### src/rtl/serial_adder_ctrl.sv
// serial_adder_ctrl: sequencing controller for a bit-serial adder datapath.
// Accepts an operand pair, loads the PISOs, shifts WIDTH sum bits plus one
// carry bit into the SIPO, then presents the captured {carry, sum} result.
// Optional feature macro: SERIAL_ADDER_OVF_EN (adds the signed overflow flag
// output ovf).
module serial_adder_ctrl #(
    parameter int unsigned WIDTH = 8
) (
    input  logic             clk,
    input  logic             rst,
    input  logic             in_valid,
    output logic             in_ready,
    input  logic [WIDTH-1:0] op_a,
    input  logic [WIDTH-1:0] op_b,
    output logic             out_valid,
    input  logic             out_ready,
    output logic [WIDTH:0]   result,
    output logic             piso_load,
    output logic [WIDTH-1:0] piso_a,
    output logic [WIDTH-1:0] piso_b,
    output logic             shift_en,
    output logic             carry_clr,
    output logic             sipo_clr,
    output logic             sipo_en,
    output logic             carry_sel,
    input  logic [WIDTH:0]   res_in,
    output logic             busy,
    output logic [4:0]       bit_cnt
`ifdef SERIAL_ADDER_OVF_EN
    ,
    output logic             ovf
`endif
);

    typedef enum logic [2:0] {
        S_IDLE,
        S_LOAD,
        S_SHIFT,
        S_CARRY,
        S_SETTLE,
        S_DONE
    } state_t;

    localparam logic [4:0] CNT_LAST = 5'(WIDTH - 1);
    localparam logic [4:0] CNT_FULL = 5'(WIDTH);

    state_t           state_q, state_d;
    logic [4:0]       cnt_q, cnt_d;
    logic [WIDTH-1:0] opa_q, opa_d;
    logic [WIDTH-1:0] opb_q, opb_d;
    logic [WIDTH:0]   result_q, result_d;
`ifdef SERIAL_ADDER_OVF_EN
    logic             ovf_q, ovf_d;
`endif

    // State, shift counter, latched operands and captured result registers.
    always_ff @(posedge clk) begin
        if (!rst) begin
            state_q  <= S_IDLE;
            cnt_q    <= '0;
            opa_q    <= '0;
            opb_q    <= '0;
            result_q <= '0;
`ifdef SERIAL_ADDER_OVF_EN
            ovf_q    <= 1'b0;
`endif
        end else begin
            state_q  <= state_d;
            cnt_q    <= cnt_d;
            opa_q    <= opa_d;
            opb_q    <= opb_d;
            result_q <= result_d;
`ifdef SERIAL_ADDER_OVF_EN
            ovf_q    <= ovf_d;
`endif
        end
    end

    // Next-state logic: sequence the operation and capture the SIPO result
    // on the SETTLE -> DONE transition.
    always_comb begin
        state_d  = state_q;
        cnt_d    = cnt_q;
        opa_d    = opa_q;
        opb_d    = opb_q;
        result_d = result_q;
`ifdef SERIAL_ADDER_OVF_EN
        ovf_d    = ovf_q;
`endif
        unique case (state_q)
            S_IDLE: begin
                if (in_valid) begin
                    opa_d   = op_a;
                    opb_d   = op_b;
                    state_d = S_LOAD;
                end
            end
            S_LOAD: begin
                cnt_d   = '0;
                state_d = S_SHIFT;
            end
            S_SHIFT: begin
                if (cnt_q == CNT_LAST) begin
                    cnt_d   = CNT_FULL;
                    state_d = S_CARRY;
                end else begin
                    cnt_d = cnt_q + 5'd1;
                end
            end
            S_CARRY: begin
                cnt_d   = '0;
                state_d = S_SETTLE;
            end
            S_SETTLE: begin
                result_d = res_in;
`ifdef SERIAL_ADDER_OVF_EN
                ovf_d    = (opa_q[WIDTH-1] == opb_q[WIDTH-1]) &&
                           (res_in[WIDTH-1] != opa_q[WIDTH-1]);
`endif
                state_d  = S_DONE;
            end
            S_DONE: begin
                if (out_ready) begin
`ifdef SERIAL_ADDER_OVF_EN
                    ovf_d = 1'b0;
`endif
                    state_d = S_IDLE;
                end
            end
            default: begin
                state_d = S_IDLE;
            end
        endcase
    end

    // Datapath strobes and handshake outputs decoded from the current state.
    always_comb begin
        in_ready  = 1'b0;
        out_valid = 1'b0;
        piso_load = 1'b0;
        shift_en  = 1'b0;
        carry_clr = 1'b0;
        sipo_clr  = 1'b0;
        sipo_en   = 1'b0;
        carry_sel = 1'b0;
        unique case (state_q)
            S_IDLE: begin
                in_ready = 1'b1;
            end
            S_LOAD: begin
                piso_load = 1'b1;
                carry_clr = 1'b1;
                sipo_clr  = 1'b1;
            end
            S_SHIFT: begin
                shift_en = 1'b1;
                sipo_en  = 1'b1;
            end
            S_CARRY: begin
                sipo_en   = 1'b1;
                carry_sel = 1'b1;
            end
            S_DONE: begin
                out_valid = 1'b1;
            end
            default: begin
            end
        endcase
    end

    assign busy    = (state_q != S_IDLE);
    assign bit_cnt = cnt_q;
    assign piso_a  = opa_q;
    assign piso_b  = opb_q;
    assign result  = result_q;
`ifdef SERIAL_ADDER_OVF_EN
    assign ovf     = ovf_q;
`endif

endmodule

### config.mk
export PLATFORM = sky130hd
export DESIGN_NAME = serial_adder_ctrl
export DESIGN_NICKNAME = d
export VERILOG_FILES = /design/src/rtl/serial_adder_ctrl.sv
export SDC_FILE = /design/constraint.sdc
export NUM_CORES = 1
export LEC_CHECK = 0
export CAP_MARGIN = 20
export CELL_PAD_IN_SITES_DETAIL_PLACEMENT = 2
export CELL_PAD_IN_SITES_GLOBAL_PLACEMENT = 2
export CORE_ASPECT_RATIO = 1.2
export CORE_MARGIN = 10
export CORE_UTILIZATION = 20
export CTS_CLUSTER_SIZE = 10
export DETAILED_ROUTE_END_ITERATION = 10
export PLACE_DENSITY = 0.78
export SYNTH_ARGS = -nofsm -noshare
export SYNTH_HDL_FRONTEND = slang
export SYNTH_SLANG_ARGS = --single-unit
### constraint.sdc
create_clock -name clk -period 1.4 [get_ports clk]
set_clock_uncertainty 0.15 [all_clocks]
set_input_delay 0.28 -clock clk [delete_from_list [all_inputs] [get_ports clk]]
set_output_delay 0.28 -clock clk [all_outputs]
set_load 0.01 [all_outputs]
# Word-level counts from Yosys, hierarchy flattened
# Cells that the tools add are included.
dict set report classes {
  add_sub_neg 1
  n_eq_ne 9
  mux 12
  n_reduce_logical 7
}
# op n
set op_table {}
lappend op_table {{$pmux 3 s6} 1}
lappend op_table {{$pmux 5 s2} 1}
lappend op_table {{$mux 3} 3}
lappend op_table {{$eq 3x2->1 const B} 2}
lappend op_table {{$eq 3x3->1 const B} 2}
lappend op_table {{$mux 1} 6}
lappend op_table {{$ne 2x2->1 const B} 3}
lappend op_table {{$add 5x1->5 const B} 1}
lappend op_table {{$eq 5x3->1 const B} 1}
lappend op_table {{$mux 5} 1}
lappend op_table {{$reduce_or 2->1} 2}
lappend op_table {{$eq 3x1->1 const B} 1}
lappend op_table {{$logic_not 3->1} 1}
lappend op_table {{$reduce_and 3->1} 1}
lappend op_table {{$reduce_bool 3->1} 1}
lappend op_table {{$reduce_and 2->1} 1}
lappend op_table {{$reduce_bool 2->1} 1}
dict set report word_totals {
  reg_bits 33
  inputBits 29
  output_inout_bits 39
  wordCells 34
}

# Logic depth before layout (Yosys ltp)
dict set report depth {
  depth_word 3
  mapped_depth 4
  depth_no_buf 4
}

# Worst setup path after synthesis
# OpenSTA, ideal clock, no wires.
dict set report synth_timing {
  path_kind {register -> output}
  start {reg state_q[0]}
  end {out piso_load}
  t_arrival_ns 1.363
  t_required_ns 0.970
  path_slack_ns -0.393
  stages_incl_launch_ff 5
  path_buffers 2
  cell_sequence {dfxtp_1 clkbuf_1 inv_1 nor3_1 buf_4}
}
dict set report synth_via {
  elab_chain_len 2
}
# item line
set synth_rtl {}
lappend synth_rtl {{start, declared} 47} ;# state_t state_q, state_d;
lappend synth_rtl {{start signal, assigned} 68} ;# state_q <= state_d;
lappend synth_rtl {{$eq 3x1->1} -}
lappend synth_rtl {{$mux 1} -}
lappend synth_rtl {{end, declared} 18} ;# output logic piso_load,
# Every way passes these cells.

# Final worst setup path
dict set report layout_timing {
  start {reg state_q[2]}
  end {out carry_sel}
}
dict set report layout_via {
  elab_chain_len 2
}
# item line
set layout_rtl {}
lappend layout_rtl {{$eq 3x2->1} 146} ;# unique case (state_q)
lappend layout_rtl {{$mux 1} 146}
lappend layout_rtl {{end, declared} 25} ;# output logic carry_sel,
# Every way passes these cells.

==> results.cfg <==
[status]
status = finished, violations left
violations = negative setup slack

[hold_path]
min_path_cells = 4
hp-class = in -> reg

[clock_tree]
cts.hold.buffers_added = 0
h-tree-depth = 2
clk_pin_slew_ns = 0.08
cts_buffers = 5
cts.sinks = 33
cts_tree = done
clkLatencyLatePin_ns = 0.28
cts-root-buf = clkbuf_8
cts_max_path_buffers = 2

[global_route]
grt_usage = 0.108
grt_pass1_vias = 1736
grt_pass1_wl_um = 9520
grt_antenna_before_repair = 0
gr-total-overflow = 0
grt_max_degree = 27

[sta]
rsz0062_at_grt = yes
layout_min_cycle_time_ns = 1.64
finalCritPeriodShare = 1.17
finalHoldViolCount = 0
tightest_slew_ns = 0.224
max_freq_ghz = 0.611
finalSetupViolCount = 38
slew_viol_final = 0
setup_slack_ns = -0.236
relSlewSlack = 0.846

[logic_synthesis]
synth-seq-cells = 33
synth_mux_area_frac = 0.0710
synth-warning-count = 0
synth_adder_area_share = 0.00888
synth_top_family_by_area = simple AND/OR/NAND/NOR gates
ys_types = 36
syn_nets = 188
synthSimpleGateAreaFrac = 0.262
synth_xor_area_frac = 0.00622
seq_area_frac_synth = 0.469
synth_compound_area_frac = 0.129
async_reset_ff_frac = 0
syn-instance-count = 158
synthesis.area_um2 = 1410
synth_edf_count = 0
syn_avg_cell_area_um2 = 8.92
synth-main-ff-cell = dfxtp_1

[worst_setup_path]
r2r_cells = 8
worstSetupPathType = reg -> out
slowest_delay_ns = 0.37
cp-start-kind = flip-flop
cp_slowest_cell = dfxtp_4
worst-endpoint-arrival_ns = 1.21
crit_fanout = 5
crit_start = state_q[2]
cp_num_buf_inv = 2
rrSetupSlack_ns = -0.21
r2r_start = state_q[2]
end_kind = output port
r2r_end = piso_b[3]
cp_cell_sequence = buf_4 > nor2b_4 > and2_4 > buf_6
cp_top_family = flip-flops
worst-path-stages = 4
critical_path_required_ns = 0.97
crit_end = carry_sel

[power]
powerDensity_nw_per_um2 = 1130
leakage_nw = 1.15
finalPower_mw = 3.20
max-vdd-ir-drop_uv = 471

[place]
gp_congestion = 0.688
pre_cts_ws_ns = -0.410
port_buffers = 67
dp_hpwl_um = 3960

[die]
rows = 33
die_w_um = 96.6
core_area_um2 = 6850
die_height_um = 112
io_pins = 68
die_area_um2 = 10800
initial_core_util = 0.206

[flow_run]
cap_violations = 0

[routing]
detail_route.wl_per_cell_um = 17.2
dr.first_iter.drc_count = 14
dr.pass1.iters = 2
drc_errors = 0
vias_per_cell = 4.49
drtAntennaViolNets = 0
wirelength_um = 5810
vias = 1519

[final_layout]
syn2layout_area_growth_pct = 102
n_antenna_cell = 0
drive_gt1_frac = 0.371
final_common_cell = dlygate4sd2_1
mostFrequentLayoutCells = dlygate4sd2_1 (28), clkdlybuf4s50_1 (27), dfxtp_1 (26), nand2_1 (19), nand3_2 (15)
fillCellCount = 743
nets = 280
fin_util = 0.414
metrics by stage:
step           hold WS, ns  setup TNS, ns  instance area, um2  cells
3_3_place_gp         0.289          -8.42                2390    319
6_report             0.274          -5.88                2840    338
2_1_floorplan        0.260         -0.150                1480    158
3_5_place_dp         0.306         -10.02                2390    319
4_1_cts              0.275          -6.20                2810    337
5_1_grt              0.293          -8.73                2840    338
cells by family after synthesis:
| group | count (synthesis) |
|---|---|
| adders and majority gates | 1 |
| and+or+nand+nor | 65 |
| buffers and inverters | 17 |
| xor gates and xnor gates | 1 |
| AOI/OAI and AO/OA | 31 |
| DFF | 33 |
| muxes | 10 |
flip-flops by register name, summed over array words and instances, names as in the netlist:
name and count:
state_q 3, piso_b 8, bit_cnt 5, result 9
piso_a 8
synth_stat cells (2+ instances only):
master | n | share of area
a21boi_1 | 2 | 0.011
a21oi_1 | 3 | 0.011
a22oi_1 | 2 | 0.011
buf_2 | 4 | 0.014
buf_4 | 2 | 0.011
clkbuf_1 | 9 | 0.024
dfxtp_1 | 33 | 0.47
inv_1 | 2 | 0.0053
mux2i_1 | 10 | 0.071
nand2_1 | 19 | 0.051
nand3_1 | 16 | 0.057
nand4b_1 | 2 | 0.012
nor2b_1 | 13 | 0.058
nor3b_1 | 3 | 0.016
o21ai_0 | 17 | 0.060
worst reg2reg max path, cell delays in order (launching register included):
cell and delay [ns]:
dfxtp_4 0.37, buf_6 0.13, buf_8 0.12, nor4b_4 0.23, buf_6 0.16, buf_12 0.11
buf_12 0.13, nand3_4 0.08, o21ai_2 0.07
power breakdown:
part           leakage (nW)  switching, mW  internal (mW)
Sequential            0.274         0.0583           1.02
Combinational         0.811          0.459          0.593
Clock                0.0681          0.368          0.707
layer usage:
layer / wire length [um] / GRT usage
met1: 2130 / 0.103
met2: 3240 / 0.208
met3: 390 / 0.0408
met4: 52 / 0.0296
met5: 0 / 0
worst min path at each step:
stage	start	to	slack [ns]
floorplan	op_a[0]	piso_a[0]	0.26
global placement	piso_b[3]	piso_b[3]	0.29
detailed placement	piso_a[7]	piso_a[7]	0.31
CTS	rst	state_q[0]	0.27
global route	rst	state_q[0]	0.29
finish	rst	state_q[0]	0.27
layout make-up:
class,instances,area (um2),area share
clock buffer,5,68.8,0.0242
inverter,2,7.51,0.00264
clock inverter,3,65.1,0.0229
sequential,33,682,0.240
timing repair buffer,100,1030,0.364
multi-input combinational,108,875,0.308
tap,87,109,0.0383
repair_timing:
item                       4_1_cts  5_1_grt
setup endpoints to repair       67       41
setup buffers                    8        1
gates resized for setup        134        9
cloned                           3        0
hold endpoints to repair         0        0
pin swaps                       24        2
(Power assumes the default switching activity.)
